$ cat src/rtl/iterative_shifter.sv
// Multi-cycle shifter/rotator: one bit position per clock under start/finished handshake.
// Optional sign-filling right shift enabled by defining SHIFTER_ARITH_EN.
module iterative_shifter #(
    parameter int N = 4
) (
    input  logic         i_clock,
    input  logic         i_reset,
    input  logic         i_start,
    output logic         o_finished,
    input  logic         i_direction,
    input  logic         i_rotate,
`ifdef SHIFTER_ARITH_EN
    input  logic         i_arithmetic,
`endif
    input  logic [N-1:0] i_iterations,
    input  logic [N-1:0] i_value,
    output logic [N-1:0] o_value
);

    typedef enum logic [1:0] {
        IDLE  = 2'd0,
        SHIFT = 2'd1,
        DONE  = 2'd2
    } state_t;

    state_t       r_state;
    logic [N-1:0] r_value;
    logic [N-1:0] r_count;
    logic         r_dir;
    logic         r_rot;
    logic         r_finished;
    logic         w_arith;
    logic         w_fill_left;
    logic         w_fill_right;
    logic [N-1:0] w_next;

`ifdef SHIFTER_ARITH_EN
    logic r_arith;

    always_ff @(posedge i_clock or negedge i_reset) begin
        if (!i_reset) begin
            r_arith <= 1'b0;
        end else if (r_state == IDLE && i_start) begin
            r_arith <= i_arithmetic;
        end
    end

    assign w_arith = r_arith;
`else
    assign w_arith = 1'b0;
`endif

    // Rotate recirculates the outgoing bit; arithmetic right copies the MSB.
    always_comb begin
        w_fill_left  = r_rot & r_value[N-1];
        w_fill_right = r_rot ? r_value[0] : (w_arith & r_value[N-1]);
        if (r_dir) begin
            w_next = {w_fill_right, r_value[N-1:1]};
        end else begin
            w_next = {r_value[N-2:0], w_fill_left};
        end
    end

    always_ff @(posedge i_clock or negedge i_reset) begin
        if (!i_reset) begin
            r_state    <= IDLE;
            r_value    <= '0;
            r_count    <= '0;
            r_dir      <= 1'b0;
            r_rot      <= 1'b0;
            r_finished <= 1'b0;
        end else begin
            case (r_state)
                IDLE: begin
                    if (i_start) begin
                        r_value <= i_value;
                        r_count <= i_iterations;
                        r_dir   <= i_direction;
                        r_rot   <= i_rotate;
                        r_state <= SHIFT;
                    end
                end
                SHIFT: begin
                    if (r_count != '0) begin
                        r_value <= w_next;
                        r_count <= r_count - N'(1);
                    end else begin
                        r_state    <= DONE;
                        r_finished <= 1'b1;
                    end
                end
                DONE: begin
                    if (!i_start) begin
                        r_state    <= IDLE;
                        r_finished <= 1'b0;
                    end
                end
                default: begin
                    r_state    <= IDLE;
                    r_finished <= 1'b0;
                end
            endcase
        end
    end

    assign o_value    = r_value;
    assign o_finished = r_finished;

endmodule

$ cat config.mk
export PLATFORM = sky130hd
export DESIGN_NAME = iterative_shifter
export DESIGN_NICKNAME = d
export VERILOG_FILES = /design/src/rtl/iterative_shifter.sv
export SDC_FILE = /design/constraint.sdc
export NUM_CORES = 1
export LEC_CHECK = 0
export CAP_MARGIN = 30
export CORE_MARGIN = 3
export CORE_UTILIZATION = 45
export CTS_BUF_LIST = sky130_fd_sc_hd__clkbuf_8
export DETAILED_ROUTE_END_ITERATION = 10
export PLACE_DENSITY = 0.74
export SLEW_MARGIN = 20
export SYNTH_ARGS = -nofsm -noshare
export SYNTH_HDL_FRONTEND = slang
export SYNTH_SLANG_ARGS = --single-unit
$ cat constraint.sdc
create_clock -name i_clock -period 2.3 [get_ports i_clock]
set_input_delay 0.345 -clock i_clock [delete_from_list [all_inputs] [get_ports i_clock]]
set_output_delay 0.345 -clock i_clock [all_outputs]
set_load 0.02 [all_outputs]
Yosys cells after proc, flatten, opt, wreduce, memory -nomap -nowiden
Cells that the tools add are included.
{ "totals": {"reg_bits": 13, "output_inout_bits": 5, "wordCells": 37} }
{ "op_classes": {"mux": 15, "n_bitwise": 2, "n_addsub": 1, "eq_ne": 6, "reduce_logical": 7} }
{ "ops": {"columns": ["op", "count"], "rows": [
  ["4-bit two-way mux", 5],
  ["4-bit one-hot mux with 2 select lines", 2],
  ["3-bit AND reduction", 3],
  ["2-bit inequality test (second input constant)", 4],
  ["2-bit two-way mux", 3],
  ["2-bit one-hot mux with 3 select lines", 1],
  ["4-bit nonzero test", 1],
  ["4-bit by 1-bit subtractor with 4-bit output (second input constant)", 1],
  ["1-bit two-way mux", 3],
  ["1-bit one-hot mux with 3 select lines", 1],
  ["2-bit by 1-bit equality test with 1-bit output (second input constant)", 1],
  ["2-bit equality test (second input constant)", 1],
  ["2-bit zero test", 1],
  ["2-bit AND reduction", 1],
  ["2-bit nonzero test", 1],
  ["1-bit bitwise AND", 1],
  ["1-bit inverter", 1]
]} }

Logic depth before layout (Yosys ltp)
Gate-level depths: netlist of the first run.
{ "logic_depth": {"ltp_word": 4, "depth_mapped": 7, "depth_no_buf": 6} }

Least setup slack after synthesis of the first run
OpenSTA, ideal clock, no wires.
{ "synth_timing": {"kind": "register to register", "start": "register r_count[0]", "end": "register r_count[0]", "stages_incl_launch_ff": 7, "path_slack_ns": 0.710, "setup_ns": 0.080, "t_arrival_ns": 1.510, "path_buffers": 1, "path_cell_list": "dfrtp_1 > inv_1 > ha_1 > and4bb_1 > buf_6 > or4b_4 > o211ai_2"} }
{ "synth_between": {"elab_chain_cells": 3, "elab_cells_between_ends": 6, "cone_classes": "1 x add/sub; 1 x eq/ne; 2 x mux; 2 x reduce/logical"} }
{ "synth_rtl": {"columns": ["element", "line", "text"], "rows": [
  ["start, declared", "28", "logic [N-1:0] r_count;"],
  ["start signal, assigned", "77", "r_count <= i_iterations;"],
  ["start signal, assigned", "86", "r_count <= r_count - N'(1);"],
  ["4-bit by 1-bit subtractor with 4-bit output or 4-bit nonzero test (tied branches)", "86, 84", null],
  ["4-bit two-way mux or 2-bit inequality test (tied branches)", null, null],
  ["4-bit one-hot mux with 2 select lines or 3-bit AND reduction (tied branches)", null, null]
]} }
Several ways; a longest one is shown, not always the timed one. The select of a mux whose other input is x is not followed.
A chain may end at the register's enable or synchronous reset.

Final worst setup path of the first run
{ "layout_timing": {"start": "register r_count[0]", "end": "register r_value[1], in the netlist o_value[1]"} }
{ "layout_between": {"elab_chain_cells": 3} }
{ "layout_rtl": {"columns": ["element", "line", "text"], "rows": [
  ["4-bit nonzero test", "84", "if (r_count != '0) begin"],
  ["2-bit inequality test (no source line)", null, null],
  ["3-bit AND reduction (no source line)", null, null],
  ["end signal, assigned", "76", "r_value <= i_value;"],
  ["end signal, assigned", "85", "r_value <= w_next;"],
  ["end, declared", "27", "logic [N-1:0] r_value;"]
]} }
Every way passes these cells.

==> run_results.csv, run 1 <==
group,metric,value,unit
status,status,"completed",
sta,setup_violations,0,
logic_synthesis,synth.top_cell.area_share,44.60,%
sta,hold_viol_final,0,
pwr,peakVddDrop,0.9003,mV
clocking,cts_resized,0,
sta,timing.final.crit_share,76.38,%
setup_path,required,2440,ps
setup_path,startpoint_type,"flip-flop",
logic_synthesis,syn_avg_cell_area,9.992,sq um
placement,port_buffers,17,
clocking,hold_buffers,0,
logic_synthesis,yosys.area.top_type,"dfrtp_1",
route,wl,1.490,mm
sta,rsz0062_at_grt,"false",
global_routing,grt_pass1_vias,553,
cells_and_area,mostFrequentLayoutCell,"clkdlybuf4s50_1",
route,post_drt_wl_per_cell,14.33,microns
clocking,cts.sinks,13,
floorplanning,die_w,46.26,microns
sta,fin_crit,1757,ps
sta,fmax,569.3,MHz
clocking,cts_buffer_depth,2,
pwr,finalPower,0.001352,W
setup_path,critPathArrivalTime,1900,ps
route,drtIter0Drc,9,
placement,place.gp.congestion,0.8386,
logic_synthesis,netlist_area,729.5,sq um
clocking,cts-buffers-inserted,3,
placement,dpl.hpwl,1.108,mm
sta,whs,484.9,ps
pwr,switching_power,0.0005390,W
setup_path,crit_slowest_cell,"or2_1",
setup_path,path_depth,5,
cells_and_area,final_cell_mix,"17 x clkdlybuf4s50_1, 13 x dfrtp_1, 7 x o21ai_0, 6 x nor2b_1, 5 x nor2_1",
pwr,combPwrFrac,51.2,%
logic_synthesis,synth_cell_types,31,
global_routing,grt_overflow,0,
floorplanning,core-area,1415,sq um
route,antenna_left,0,
floorplanning,core.rowCount,13,
clocking,clk-insertion-delay-late,240,ps
setup_path,criticalPathCategory,"reg -> reg",
setup_path,crit_chain,"inv_1 > ha_1 > and4bb_1 > or2_1 > o31ai_1",
cells_and_area,diodes,0,
setup_path,cp_top_family,"simple AND/OR/NAND/NOR gates",
global_routing,grt_max_degree,14,
cells_and_area,syn_to_final_growth,28.13,%
clocking,clkSlewWorstSetupHoldPaths,50,ps
setup_path,crit_path_end_kind,"flip-flop",
pwr,p_leak,0.3903,nW
sta,setup-tns-final,0,ps
floorplanning,fp.dieH,46.26,microns
clocking,cts_root_buf,"clkbuf_8",
sta,slew_viol_final,0,
setup_path,path_max_fanout,11,
sta,slew_headroom,60.55,%
route,dr_total_vias,602,
logic_synthesis,ys_seq_elements,13,
clocking,cts_tree,"yes",
global_routing,grt_pass1_wl,2.553,mm
route,drc,0,
route,viasPerCell,5.788,
cells_and_area,drive_above_1_share,11.24,%
logic_synthesis,yosysSeqAreaShare,44.60,%
route,firstDrtPassIters,4,
setup_path,crit_buf_inv,1,
sta,clock_skew,2.864,ps
pwr,clkPwrFrac,14.3,%
logic_synthesis,yosys-top-cells-area,"dfrtp_1 45%, nor2b_1 5.1%, o21ai_0 4.8%",
logic_synthesis,synthesis.nets,87,
logic_synthesis,synthCells,73,
pwr,swShare,39.86,%
sta,max_slew.worst_pin.slew,589.9,ps
pwr,internal-power,0.0008133,W
global_routing,track_usage,16.76,%
clocking,cts_max_level,1,
floorplanning,io_pins,18,
pwr,p_per_area,1447,nW/um^2
setup_path,r2r_cells,5,
job,maxCapViolCount,0,
global_routing,antenna_found_initial,0,
cells_and_area,nets,104,
setup_path,critPathMaxStageDelay,400,ps
pwr,seq_power_share,34.5,%
floorplanning,dieArea,2140,sq um
hold_path,min_path_type,"in -> async",
logic_synthesis,ys_warn_count,0,
clocking,postCtsSetupBuffers,0,
floorplanning,initial_utilization,51.55,%
per-layer routing:
| metal | routed length [microns] | vias to the layer above | GRT usage, % |
|---|---|---|---|
| li1 | - | 298 | - |
| met1 | 692 | 288 | 24.04 |
| met2 | 705 | 16 | 24.73 |
| met3 | 92 | 0 | 4.688 |
| met4 | 0 | 0 | 3.977 |
| met5 | 0 | - | 0 |
final cells by class:
cell class / count / area (sq um)
multi-input cells: 52 / 364.1
clock buffers: 3 / 41.29
well taps: 15 / 18.77
clock inverters: 1 / 3.754
repair buffers: 17 / 170.2
inverters: 3 / 11.26
fillers: 111 / 480.5
flip-flops and latches: 13 / 325.3
sequential cells by signal, indices dropped and copies added (netlist names):
| signal | count |
|---|---|
| o_value | 4 |
| r_count | 4 |
| r_state | 2 |
| o_finished | 1 |
| r_dir | 1 |
| r_rot | 1 |
power groups by stage:
stage	registers, W	clock network [W]	logic (W)
5_1_grt	0.000482	0.000209	0.000787
2_1_floorplan	0.000472	0	0.000496
6_report	0.000467	0.000193	0.000692
3_3_place_gp	0.000472	0	0.000689
3_5_place_dp	0.000467	0	0.000698
4_1_cts	0.000463	0.000201	0.000701
path summary, 6_finish.rpt:
check / from / to / slack (ps)
setup / recovery: r_count[0] / o_value[1] / 540
hold / removal: i_reset / o_finished / 480
hold reg to reg: o_finished / o_finished / 540
setup reg to reg: r_count[0] / o_value[1] / 540
max in group asynchronous: i_reset / r_state[1] / 1430
min in group i_clock: o_finished / o_finished / 540
synthesized netlist by cell type, drive strengths merged:
library cell / count
dfrtp: 13
o21ai: 9
nor2b: 6
nor2: 5
a211oi: 4
buf: 4
o31ai: 4
a21oi: 3
inv: 3
mux2: 3
nand2: 2
nor3b: 2
a2bb2oi: 1
a311oi: 1
and3b: 1
and4bb: 1
clkbuf: 1
ha: 1
nand2b: 1
nand3b: 1
nor4bb: 1
o211ai: 1
o21bai: 1
o22ai: 1
or2: 1
or3: 1
or4b: 1
stage by stage:
step / worst slack [ps] / cell area, sq um / utilization, % / cells
after floorplan: 709.6 / 729.5 / - / 73
after global placement: 570.6 / 889.6 / 62.86 / 100
after detailed placement: 545.7 / 889.6 / 62.86 / 100
after CTS: 539.7 / 934.6 / 66.05 / 104
after global routing: 402.9 / 934.6 / 66.05 / 104
final: 543.4 / 934.6 / 66.05 / 104
logic make-up (layout without fill, tap and decap cells):
family                   count (synthesis)  after routing  share of synthesized area [%]
buffers and inverters                    8             24                          5.488
AND/OR/NAND/NOR                         23             23                          20.59
multiplexers                             3              3                          4.631
AO/OA/AOI/OAI                           25             25                          22.98
flip-flops                              13             13                          44.60
adder cells (fa/ha/maj)                  1              1                          1.715
worst reg2reg max path: cells and delay by family (launching register included):
kind                       cells  cell delay (ps)
AOI/OAI and AO/OA              1              290
adders and majority gates      1              220
buffers and inverters          1               70
DFF                            1              370
and+or+nand+nor                2              720
No activity file was read; power rests on OpenSTA's default activity.
==> run 2, diff against run 1 <==
- clock period: 2.3 -> 1.85 ns (I/O delays scaled with it)
==> run 2 against run 1 <==
Effect of this change:
- first-iteration DRC count rose by 22%
- critical path depth unchanged
- via count rose by 3.5%
- clock skew up 2.0 ps
- register-to-register slack got worse by 360 ps
- clock power is 26% higher
- routed wire length rose by 9.5%
- critical endpoint is now o_value[3]
- count of clock-buffer cells in the layout did not move
==> run_results.csv, run 2 (same netlist as run 1, synthesis figures left out) <==
group,metric,value,unit
floorplanning,dieArea,2140,sq um
cells_and_area,diodes,0,
clocking,cts-buffers-inserted,3,
setup_path,reg2reg_slack,180,ps
route,wl,1.632,mm
clocking,cts_buffer_depth,2,
global_routing,grt_max_degree,14,
setup_path,criticalPathCategory,"reg -> reg",
sta,max_slew.worst_pin.slew,572.8,ps
status,status,"completed",
hold_path,min_path_type,"in -> async",
placement,place.gp.congestion,0.8289,
clocking,cts_root_buf,"clkbuf_8",
pwr,p_leak,0.4054,nW
route,post_drt_wl_per_cell,15.25,microns
cells_and_area,fill_cells,119,
sta,setup-tns-final,0,ps
pwr,peakVddDrop,1.050,mV
cells_and_area,drive_above_1_share,14.13,%
setup_path,critPathMaxStageDelay,360,ps
setup_path,crit_buf_inv,1,
sta,setup_ws,181.7,ps
clocking,hold_buffers,0,
global_routing,grt_pass1_vias,620,
sta,hold_viol_final,0,
setup_path,rr_endpoint,"o_value[3]",
floorplanning,fp.dieH,46.26,microns
setup_path,rr_startpoint,"r_count[0]",
setup_path,critPathArrivalTime,1810,ps
job,maxCapViolCount,0,
sta,fin_crit,1668,ps
global_routing,track_usage,18.39,%
setup_path,crit_slowest_cell,"dfrtp_1",
floorplanning,initial_utilization,51.55,%
clocking,cts.sinks,13,
setup_path,path_max_fanout,8,
global_routing,grt_pass1_wl,2.732,mm
cells_and_area,nets,107,
pwr,finalPower,0.001747,W
setup_path,r2r_cells,5,
sta,clock_skew,4.857,ps
route,viasPerCell,5.822,
placement,post-place-ws,158.7,ps
clocking,cts_tree,"yes",
sta,rsz0062_at_grt,"false",
route,drtIter0Drc,11,
route,drc,0,
setup_path,startpoint_type,"flip-flop",
floorplanning,core.rowCount,13,
clocking,cts_max_level,1,
setup_path,crit_chain,"inv_1 > ha_1 > and4bb_1 > or2_1 > o31ai_1",
floorplanning,core-area,1415,sq um
clocking,postCtsSetupBuffers,0,
route,dr_total_vias,623,
cells_and_area,final_cell_mix,"17 x clkdlybuf4s50_1, 13 x dfrtp_1, 7 x o21ai_0, 6 x nor2b_1, 5 x nor2_1",
sta,slew_viol_final,0,
sta,fmax,599.4,MHz
setup_path,cp_top_family,"simple AND/OR/NAND/NOR gates",
pwr,p_per_area,1825,nW/um^2
cells_and_area,syn_to_final_growth,31.22,%
setup_path,required,1990,ps
floorplanning,io_pins,18,
global_routing,grt_overflow,0,
placement,port_buffers,17,
floorplanning,die_w,46.26,microns
route,antenna_left,0,
sta,setup_violations,0,
setup_path,crit_path_end_kind,"flip-flop",
placement,dpl.hpwl,1.240,mm
clocking,clkSlewWorstSetupHoldPaths,50,ps
clocking,clk-insertion-delay-late,240,ps
global_routing,antenna_found_initial,0,
sta,slew_headroom,61.69,%
cells_and_area,mostFrequentLayoutCell,"clkdlybuf4s50_1",
clocking,cts_resized,0,
sta,timing.final.crit_share,90.18,%
route,firstDrtPassIters,4,
-- run 2: changes by cell type in the layout (fill, tap and decap cells not counted), sizes merged --
cell / before / now
buf: 0 / 3
-- run 2: power by group --
group          total, W  leakage, nW  internal [W]  switching [W]
Clock          0.000243       0.0269      0.000146      0.0000966
Sequential     0.000590        0.155      0.000434       0.000157
Combinational  0.000914        0.224      0.000467       0.000447
-- run 2: worst max path at each step --
stage,slack (ps),start,depth (start not counted),to
after floorplan,260,r_count[0],6,r_count[0]
after global placement,230,i_start,4,r_rot
after detailed placement,160,i_start,4,r_dir
after CTS,180,r_count[0],5,o_value[3]
after global routing,50,r_count[0],5,o_value[3]
final,180,r_count[0],5,o_value[3]
-- run 2: final cells by class --
class,instances,area (sq um),share of cell area [%]
Clock buffer,3,41.29,4.314
Sequential cell,13,325.3,33.99
Inverter,3,11.26,1.176
Timing Repair Buffer,20,192.7,20.13
Multi-Input combinational cell,52,364.1,38.04
Clock inverter,1,3.754,0.3922
Tap cell,15,18.77,1.961
-- run 2: metal layers --
metal | wire length, microns | up-vias | GRT usage, %
li1 | - | 307 | -
met1 | 683 | 296 | 21.43
met2 | 832 | 18 | 30.22
met3 | 101 | 2 | 7.031
met4 | 15 | 0 | 6.818
met5 | 0 | - | 0
-- run 2: metrics by stage --
| stage | cell area (sq um) | cells | util (%) | hold WS [ps] |
|---|---|---|---|---|
| floorplan | 729.5 | 73 | - | -18.09 |
| global placement | 912.1 | 103 | 64.46 | 522.8 |
| detailed placement | 912.1 | 103 | 64.46 | 530.2 |
| CTS | 957.2 | 107 | 67.64 | 424.7 |
| global route | 957.2 | 107 | 67.64 | 431.6 |
| finish | 957.2 | 107 | 67.64 | 404.0 |
-- run 2: worst reg2reg max path, delay by kind of cell, from the launching register on --
kind | cells | cell delay [ps]
simple gates | 2 | 620
buf+inv | 1 | 60
flops | 1 | 360
fa+ha+maj | 1 | 220
compound gates | 1 | 310
